File: src/rtl/color_fader_if.sv
// Target-colour handshake between a producer (master) and color_fader (slave).
// A target transfers on every rising clock edge where tgt_valid_i and tgt_ready_o are both high.
interface color_fader_if;
  logic        tgt_valid_i;
  logic        tgt_ready_o;
  logic [23:0] tgt_color_i;

  modport master (
    output tgt_valid_i,
    output tgt_color_i,
    input  tgt_ready_o
  );

  modport slave (
    input  tgt_valid_i,
    input  tgt_color_i,
    output tgt_ready_o
  );
endinterface

File: src/rtl/color_fader.sv
// Steps an RGB colour one LSB per channel toward queued targets, once every STEP_DIV mixer ticks.
// Define COLOR_FADER_QUEUE_EN for a 4-entry target FIFO; otherwise a single holding register is used.
module color_fader #(
  parameter int unsigned STEP_DIV = 4
) (
  input  logic         clk_i,
  input  logic         rst_ni,
  color_fader_if.slave tgt,
  input  logic         tick_i,
  output logic [23:0]  color_o,
  output logic         busy_o,
  output logic         done_o,
  output logic [1:0]   state_o
);

  typedef enum logic [1:0] {
    S_IDLE = 2'd0,
    S_LOAD = 2'd1,
    S_FADE = 2'd2
  } state_e;

  localparam logic [7:0] DIV_LAST = 8'(STEP_DIV - 1);

  state_e      state_q, state_d;
  logic [23:0] color_q, color_d;
  logic [23:0] tgt_q, tgt_d;
  logic [7:0]  div_q, div_d;
  logic        done_q, done_d;

  logic        push, pop;
  logic        q_empty, q_full;
  logic [23:0] q_head;
  logic        step_en;
  logic [23:0] step_color;

  assign push            = tgt.tgt_valid_i && tgt.tgt_ready_o;
  assign tgt.tgt_ready_o = !q_full;

`ifdef COLOR_FADER_QUEUE_EN
  logic [23:0] mem_q [4];
  logic [1:0]  wr_q, rd_q;
  logic [2:0]  cnt_q;

  always_ff @(posedge clk_i or negedge rst_ni) begin
    if (!rst_ni) begin
      wr_q  <= 2'd0;
      rd_q  <= 2'd0;
      cnt_q <= 3'd0;
    end else begin
      if (push) wr_q <= wr_q + 2'd1;
      if (pop)  rd_q <= rd_q + 2'd1;
      case ({push, pop})
        2'b10:   cnt_q <= cnt_q + 3'd1;
        2'b01:   cnt_q <= cnt_q - 3'd1;
        default: cnt_q <= cnt_q;
      endcase
    end
  end

  // Storage needs no reset: an entry is only read after it has been written.
  always_ff @(posedge clk_i) begin
    if (push) mem_q[wr_q] <= tgt.tgt_color_i;
  end

  assign q_full  = (cnt_q == 3'd4);
  assign q_empty = (cnt_q == 3'd0);
  assign q_head  = mem_q[rd_q];
`else
  logic        hold_vld_q;
  logic [23:0] hold_q;

  always_ff @(posedge clk_i or negedge rst_ni) begin
    if (!rst_ni) begin
      hold_vld_q <= 1'b0;
      hold_q     <= 24'h000000;
    end else if (push) begin
      hold_vld_q <= 1'b1;
      hold_q     <= tgt.tgt_color_i;
    end else if (pop) begin
      hold_vld_q <= 1'b0;
    end
  end

  assign q_full  = hold_vld_q;
  assign q_empty = !hold_vld_q;
  assign q_head  = hold_q;
`endif

  function automatic logic [7:0] chan_step(input logic [7:0] cur, input logic [7:0] goal);
    if (cur < goal)      return cur + 8'd1;
    else if (cur > goal) return cur - 8'd1;
    else                 return cur;
  endfunction

  assign step_color = {chan_step(color_q[23:16], tgt_q[23:16]),
                       chan_step(color_q[15:8],  tgt_q[15:8]),
                       chan_step(color_q[7:0],   tgt_q[7:0])};
  assign step_en    = (state_q == S_FADE) && tick_i && (div_q == DIV_LAST);

  // FSM: state register
  always_ff @(posedge clk_i or negedge rst_ni) begin
    if (!rst_ni) state_q <= S_IDLE;
    else         state_q <= state_d;
  end

  // FSM: next state
  always_comb begin
    state_d = state_q;
    unique case (state_q)
      S_IDLE:  if (!q_empty) state_d = S_LOAD;
      S_LOAD:  state_d = (tgt_q == color_q) ? S_IDLE : S_FADE;
      S_FADE:  if (step_en && (step_color == tgt_q)) state_d = S_IDLE;
      default: state_d = S_IDLE;
    endcase
  end

  // FSM: outputs. The pop happens on the edge entering LOAD, so tgt_q is valid throughout LOAD.
  always_comb begin
    busy_o = (state_q == S_LOAD) || (state_q == S_FADE);
    pop    = (state_q == S_IDLE) && !q_empty;
    done_d = ((state_q == S_LOAD) && (tgt_q == color_q)) ||
             (step_en && (step_color == tgt_q));
  end

  always_comb begin
    div_d = div_q;
    if (state_q != S_FADE) div_d = 8'd0;
    else if (tick_i)       div_d = (div_q == DIV_LAST) ? 8'd0 : div_q + 8'd1;
  end

  assign color_d = step_en ? step_color : color_q;
  assign tgt_d   = pop ? q_head : tgt_q;

  always_ff @(posedge clk_i or negedge rst_ni) begin
    if (!rst_ni) begin
      color_q <= 24'h000000;
      tgt_q   <= 24'h000000;
      div_q   <= 8'd0;
      done_q  <= 1'b0;
    end else begin
      color_q <= color_d;
      tgt_q   <= tgt_d;
      div_q   <= div_d;
      done_q  <= done_d;
    end
  end

  assign color_o = color_q;
  assign done_o  = done_q;
  assign state_o = state_q;

endmodule

File: src/flat_wrapper.sv
// flat-port wrapper written by rule: the top's interface ports become plain ports
module color_fader_flat 
#(
  parameter int unsigned STEP_DIV = 4
)
  (clk_i, rst_ni, tick_i, color_o, busy_o, done_o, state_o, tgt_tgt_valid_i, tgt_tgt_color_i, tgt_tgt_ready_o);
  color_fader_if tgt_i ();
  input  logic clk_i;
  input  logic rst_ni;
  input  logic tick_i;
  output logic [23:0] color_o;
  output logic busy_o;
  output logic done_o;
  output logic [1:0] state_o;
  input wire logic [$bits(tgt_i.tgt_valid_i)-1:0] tgt_tgt_valid_i;
  input wire logic [$bits(tgt_i.tgt_color_i)-1:0] tgt_tgt_color_i;
  output wire logic [$bits(tgt_i.tgt_ready_o)-1:0] tgt_tgt_ready_o;
  assign tgt_i.tgt_valid_i = tgt_tgt_valid_i;
  assign tgt_i.tgt_color_i = tgt_tgt_color_i;
  assign tgt_tgt_ready_o = tgt_i.tgt_ready_o;
  color_fader #(.STEP_DIV(STEP_DIV)) u_core (.clk_i(clk_i), .rst_ni(rst_ni), .tgt(tgt_i), .tick_i(tick_i), .color_o(color_o), .busy_o(busy_o), .done_o(done_o), .state_o(state_o));
endmodule
File: config.mk
export PLATFORM = sky130hd
export DESIGN_NAME = color_fader_flat
export DESIGN_NICKNAME = d
export VERILOG_FILES = /design/src/rtl/color_fader_if.sv /design/src/rtl/color_fader.sv /design/src/flat_wrapper.sv
export SDC_FILE = /design/constraint.sdc
export NUM_CORES = 1
export LEC_CHECK = 0
export ABC_AREA = 1
export CORE_MARGIN = 3
export CORE_UTILIZATION = 42
export CTS_CLUSTER_DIAMETER = 60
export CTS_CLUSTER_SIZE = 28
export DETAILED_ROUTE_END_ITERATION = 12
export GPL_ROUTABILITY_DRIVEN = 1
export GPL_TIMING_DRIVEN = 0
export MAX_ROUTING_LAYER = met4
export PLACE_DENSITY = 0.74
export SYNTH_ARGS = -nofsm -noshare
export SYNTH_HDL_FRONTEND = slang
export SYNTH_SLANG_ARGS = --single-unit
File: constraint.sdc
create_clock -name clk_i -period 2.2 [get_ports clk_i]
set_input_delay 0.66 -clock clk_i [delete_from_list [all_inputs] [get_ports clk_i]]
set_output_delay 0.66 -clock clk_i [all_outputs]
set_load 0.02 [all_outputs]
; ---- Yosys cells after proc, flatten, opt, wreduce, memory -nomap -nowiden
; Cells that the tools add are included.
[op_classes]
n_eq_ne = 8
n_reduce_logical = 13
mux = 15
add_sub_neg = 7
magnitude_cmp = 6
[ops]
columns = op, n
row1 = two-way mux 8 bit, 9
row2 = == test 24 bit, 2
row3 = adder 8 x 1 -> 8 bit (second input constant), 4
row4 = > comparator 8 bit, 3
row5 = less-than comparator 8 bit, 3
row6 = subtractor 8 x 1 -> 8 bit (second input constant), 3
row7 = == test 8 x 2 -> 1 bit (second input constant), 1
row8 = logical AND 1 bit, 6
row9 = two-way mux 2 bit, 3
row10 = one-hot mux 2 bit (3 select lines), 1
row11 = != test 2 bit (second input constant), 2
row12 = nonzero test 2 bit, 2
row13 = == test 2 x 1 -> 1 bit (second input constant), 1
row14 = == test 2 bit (second input constant), 1
row15 = logical NOT 2 bit, 1
row16 = logical OR 1 bit, 2
row17 = two-way mux 1 bit, 2
row18 = != test 2 x 1 -> 1 bit (second input constant), 1
row19 = AND reduction 2 bit, 1
row20 = logical NOT 1 bit, 1
[word_totals]
wordCells = 56
output_inout_bits = 29
inputBits = 28
reg_bits = 84

; ---- Logic depth before layout (Yosys ltp)
[depth]
word_depth = 7
mapped_depth = 24
mapped_depth_nobuf = 24

; ---- Worst setup path after synthesis
; No wires, ideal clock.
[synth_timing]
kind = register to register
from = register u_core.color_q[8] (netlist: u_core.color_o[8])
to = register u_core.state_q[0] (netlist: u_core.state_o[0])
n_path_buf = 0
setup_ns = 0.117
synth_period_minus_slack_ns = 2.390
required_time_ns = 2.083
path_stages_with_launch = 23
setup_slack_ns = -0.190
t_arrival_ns = 2.273
path_cell_list = dfrtp_1 > inv_1 > ha_1 > nand2_1 > nor2_1 > nand2_1 > inv_1 > nor2_1 > nand2_1 > nand2_1 > nand2_1 > nand2_1 > nand2_1 > nand2_1 > nand2_1 > nor2_1 > nand3_1 > nor2_1 > nand3_1 > nand2_2 > nand2_1 > nand2_1 > nand2_1
[synth_via]
elab_chain_len = 7
elab_cells_between_ends = 10
cone_classes = add/sub: 2 / order compare: 2 / eq/ne: 2 / mux: 2 / reduce/logical: 2
[synth_lines]
columns = element, line
row1 = start: declaration, color_fader.sv:25  ; logic [23:0] color_q, color_d;
row2 = start signal: assignment, color_fader.sv:141  ; color_q <= color_d;
row3 = subtractor 8 x 1 -> 8 bit / > comparator 8 bit (equally long branches), color_fader.sv:91  ; else if (cur > goal) return cur - 8'd1;
row4 = two-way mux 8 bit, color_fader.sv:91
row5 = two-way mux 8 bit *, color_fader.sv:90  ; if (cur < goal) return cur + 8'd1;
row6 = == test 24 bit *, color_fader.sv:112  ; S_FADE: if (step_en && (step_color == tgt_q)) state_d = S_IDLE;
row7 = logical AND 1 bit *, color_fader.sv:112
row8 = != test 2 bit (no source line) *, -
row9 = AND reduction 2 bit (no source line) *, -
row10 = end signal: assignment, color_fader.sv:103  ; else state_q <= state_d;
row11 = end: declaration, color_fader.sv:24  ; state_e state_q, state_d;
; Every way passes the cells marked *; elsewhere a longest branch is shown, timed or not.
; A chain may end at the register's enable or synchronous reset.

; ---- Worst setup path after layout
[layout_timing]
from = register u_core.tgt_q[15]
to = register u_core.state_q[1] (netlist: u_core.state_o[1])
[layout_via]
elab_chain_len = 7
elab_cells_between_ends = 11
cone_classes = order compare: 2 / eq/ne: 3 / mux: 4 / reduce/logical: 2
[layout_lines]
columns = element, line
row1 = start: declaration, color_fader.sv:26  ; logic [23:0] tgt_q, tgt_d;
row2 = start signal: assignment, color_fader.sv:142  ; tgt_q <= tgt_d;
row3 = > comparator 8 bit, color_fader.sv:91
row4 = two-way mux 8 bit, color_fader.sv:91
row5 = two-way mux 8 bit, color_fader.sv:90
row6 = == test 24 bit, color_fader.sv:112
row7 = logical AND 1 bit, color_fader.sv:112
row8 = != test 2 bit (no source line), -
row9 = AND reduction 2 bit (no source line), -
; Several ways; a longest one is shown, not always the timed one.

==> results.md <==
* Final ANT Viol Nets at 0
* GR Overflow Total at 0
* TritonCTS Sinks at 84
* Worst Hold Class: primary input to asynchronous set/reset pin
* Post-synthesis cell area at 5460 um^2
* Worst EP required at 2.43 ns
* First-pass GRT wire length at 25300 um
* Leak pwr at 3.96 nW
* Initial antenna violation count at 0
* Nets at 984
* DR WL/cell at 15.4 um
* Arr. time, crit path at 2.83 ns
* Routed vias at 5876
* 1st-pass router iterations at 5
* Avg Vias per Cell at 5.35
* Clk buf depth at 2
* Die extent in x at 120 um
* Setup CP Type: register to register
* Highest clock rate at 385 MHz
* Tcrit/Tclk final at 118%
* Post-synthesis sequential area ratio at 38.5%
* Post-DP HPWL at 10600 um
* Insertion delay to the later sink of the worst-skew pair at 0.34 ns
* Worst-path maximum fanout at 4
* Final setup fails at 3
* Area grow syn2layout at 45.6%
* VDD IR-drop max at 0.556 mV
* Syn Area/Cell at 7.00 um^2
* Finished Core Util at 62.8%
* Final Skew at 0.00884 ns
* Pin count of the biggest net entering global routing at 50
* Critical Path End Type: register
* Startpoint class of the critical path: register
* Max Slew Vio Count at 0
* DR iter-0 viols at 554
* Total Routed Length at 16900 um
* Final Critical Period at 2.59 ns
* Clock root cell: clkbuf_16
* I/O pins at 57
* R2R Path Start: u_core.tgt_q[15]
* Final WS setup at -0.395 ns
* Fraction of layout cells with a size suffix above 1 at 31.1%
* Antenna fix cells at 0
* Total power at 7.36 mW
* Final hold violations at 0
* Clk pin slew, worst setup/hold paths at 0.07 ns
* Net Count, Synth at 842
* Total Neg Setup Slack at -1.03 ns
* Core area at 12700 um^2
* Rows at 41
* Gate Count Post-Synth at 780
* Relative slew slack at 63.7%
* CP startpoint: u_core.tgt_q[15]
* Failing checks: setup timing
* Flops & latches, synth at 84
* RSZ-0062 raised after global routing: true
* GR Util All Layers at 22.3%
* Worst-Margin Slew at 0.544 ns
* RePlAce Congestion at 0.957
* TritonCTS Buffers at 9
* CTS tree: built
* Power per cell area at 925 nW/um^2
* Starting Density at 43.1%
* # DRC at 0
* Ys Warns at 0
* Yosys cell types at 30
* Die height at 120 um
* Status: finished with violations
* Max-cap violation count at 0
* H-tree lvl count at 3
* Port Buffers at 56
* DIE AREA at 14400 um^2
* Vias in the first global route at 5188
## cells in the mapped netlist
cell type,instances,area [um^2]
inv_1,116,435
nand4_2,1,12.5
or2_1,2,12.5
nor2_1,60,225
nor2_2,3,18.8
xor2_1,4,35.0
nand3_2,2,20.0
dfrtp_1,84,2100
o21ai_1,1,5.00
o32ai_1,1,8.76
o21ai_0,55,275
nor3_1,13,65.1
ha_1,34,425
a21o_1,2,15.0
or2_2,2,12.5
nor2_4,2,22.5
clkbuf_1,14,52.6
buf_6,1,11.3
xnor2_1,1,8.76
inv_2,1,3.75
a21oi_1,34,170
nand3b_1,4,30.0
nand2_1,216,811
nand2_2,9,56.3
o22ai_1,3,18.8
a21o_2,1,8.76
nor3b_1,2,15.0
nor4_1,2,12.5
nand4_1,17,106
nand3_1,93,465
## cell type report
cell class,count,area (um^2)
Fill cell,1076,4720
Multi-Input combinational cell,565,3610
Sequential cell,84,2130
Timing Repair Buffer,130,1170
Inverter,117,449
Clock buffer,9,225
Tap cell,172,215
Clock inverter,7,73.8
Buffer,15,68.8
## through the flow
step	hold slack (ns)	setup slack, ns	cells	cell area, um^2
2_1_floorplan	0.364	-0.0251	780	5680
3_3_place_gp	0.487	-2.96	1008	6450
3_5_place_dp	0.497	-0.537	1009	6480
4_1_cts	0.284	-0.305	1071	7250
5_1_grt	0.300	-0.552	1099	7950
6_report	0.266	-0.395	1099	7950
## flip-flops by register name (all words and copies together), names as in the netlist
| name | count |
|---|---|
| u_core.tgt_q | 24 |
| u_core.hold_q | 24 |
| u_core.div_q | 8 |
| u_core.color_o | 24 |
| u_core.done_o | 1 |
| u_core.hold_vld_q | 1 |
| u_core.state_o | 2 |
## report_power, final
part | total, mW | leakage, nW | internal, mW | switching (mW)
Combinational | 3.56 | 2.92 | 1.45 | 2.11
Sequential | 2.23 | 0.897 | 1.93 | 0.296
Clock | 1.57 | 0.146 | 0.887 | 0.681
## final timing paths
check	end	slack (ns)	cells past startpoint
max	u_core.state_o[1]	-0.39	19
min in group clk_i	u_core.hold_q[3]	0.51	2
min	u_core.div_q[5]	0.27	1
min reg2reg	u_core.hold_q[3]	0.51	2
max in group asynchronous	u_core.color_o[7]	1.30	2
max reg2reg	u_core.state_o[1]	-0.39	19
## worst max-delay path: stages, from the launching register on
cell and delay, ns:
dfrtp_1 0.41, inv_2 0.09, ha_4 0.21, a21o_4 0.23, nor2_4 0.14, buf_12 0.16, buf_6 0.12, nand3_2 0.09
nand3_2 0.11, nand2_2 0.07, nand2_1 0.09, nand2_2 0.08, nor2_2 0.11, nand3_1 0.08, nor2_2 0.14, nand3_2 0.11
nand2_2 0.10, nand2_2 0.06, nand2_1 0.05, nand2_1 0.05
## layout by cell type, fill, tap and decap left out, drive strengths merged
cell type / Yosys / layout
or2: 4 / 4
dlymetal6s2s: 0 / 2
nor3b: 2 / 2
o21ai: 56 / 56
xor2: 4 / 4
nand4: 18 / 18
o22ai: 3 / 3
nand3: 95 / 95
inv: 117 / 119
xnor2: 1 / 1
dlygate4sd2: 0 / 1
clkdlybuf4s50: 0 / 52
buf: 1 / 76
nand3b: 4 / 4
a21o: 3 / 3
dfrtp: 84 / 84
nor4: 2 / 2
clkinvlp: 0 / 1
nor3: 13 / 13
nor2: 65 / 65
o32ai: 1 / 1
clkbuf: 14 / 23
a21oi: 34 / 34
bufinv: 0 / 1
clkinv: 0 / 3
nand2: 225 / 226
ha: 34 / 34
## kinds of logic after synthesis
family                   synth area share, %
adder cells (fa/ha/maj)                 7.79
buffers and inverters                   9.21
AND/OR/NAND/NOR                         34.5
AO/OA/AOI/OAI                           9.19
XOR/XNOR                               0.802
flip-flops                              38.5
## timing repair
action / 4_1_cts / 5_1_grt
gates resized for setup: 43 / 124
hold buffers: 0 / 0
cloned: 1 / 1
setup endpoints to repair: 28 / 14
setup buffers: 45 / 27
pin swaps: 19 / 64
## metal layers
metal	share of wire, %	vias to the layer above	track usage [%]	wire length (um)
met1	44	2755	29.9	7390
met5	0	-	-	0
met4	2.7	0	6.30	463
met3	7.1	47	3.96	1190
met2	46	254	35.0	7850
li1	-	2820	-	-
No activity file was read; power rests on OpenSTA's default activity.
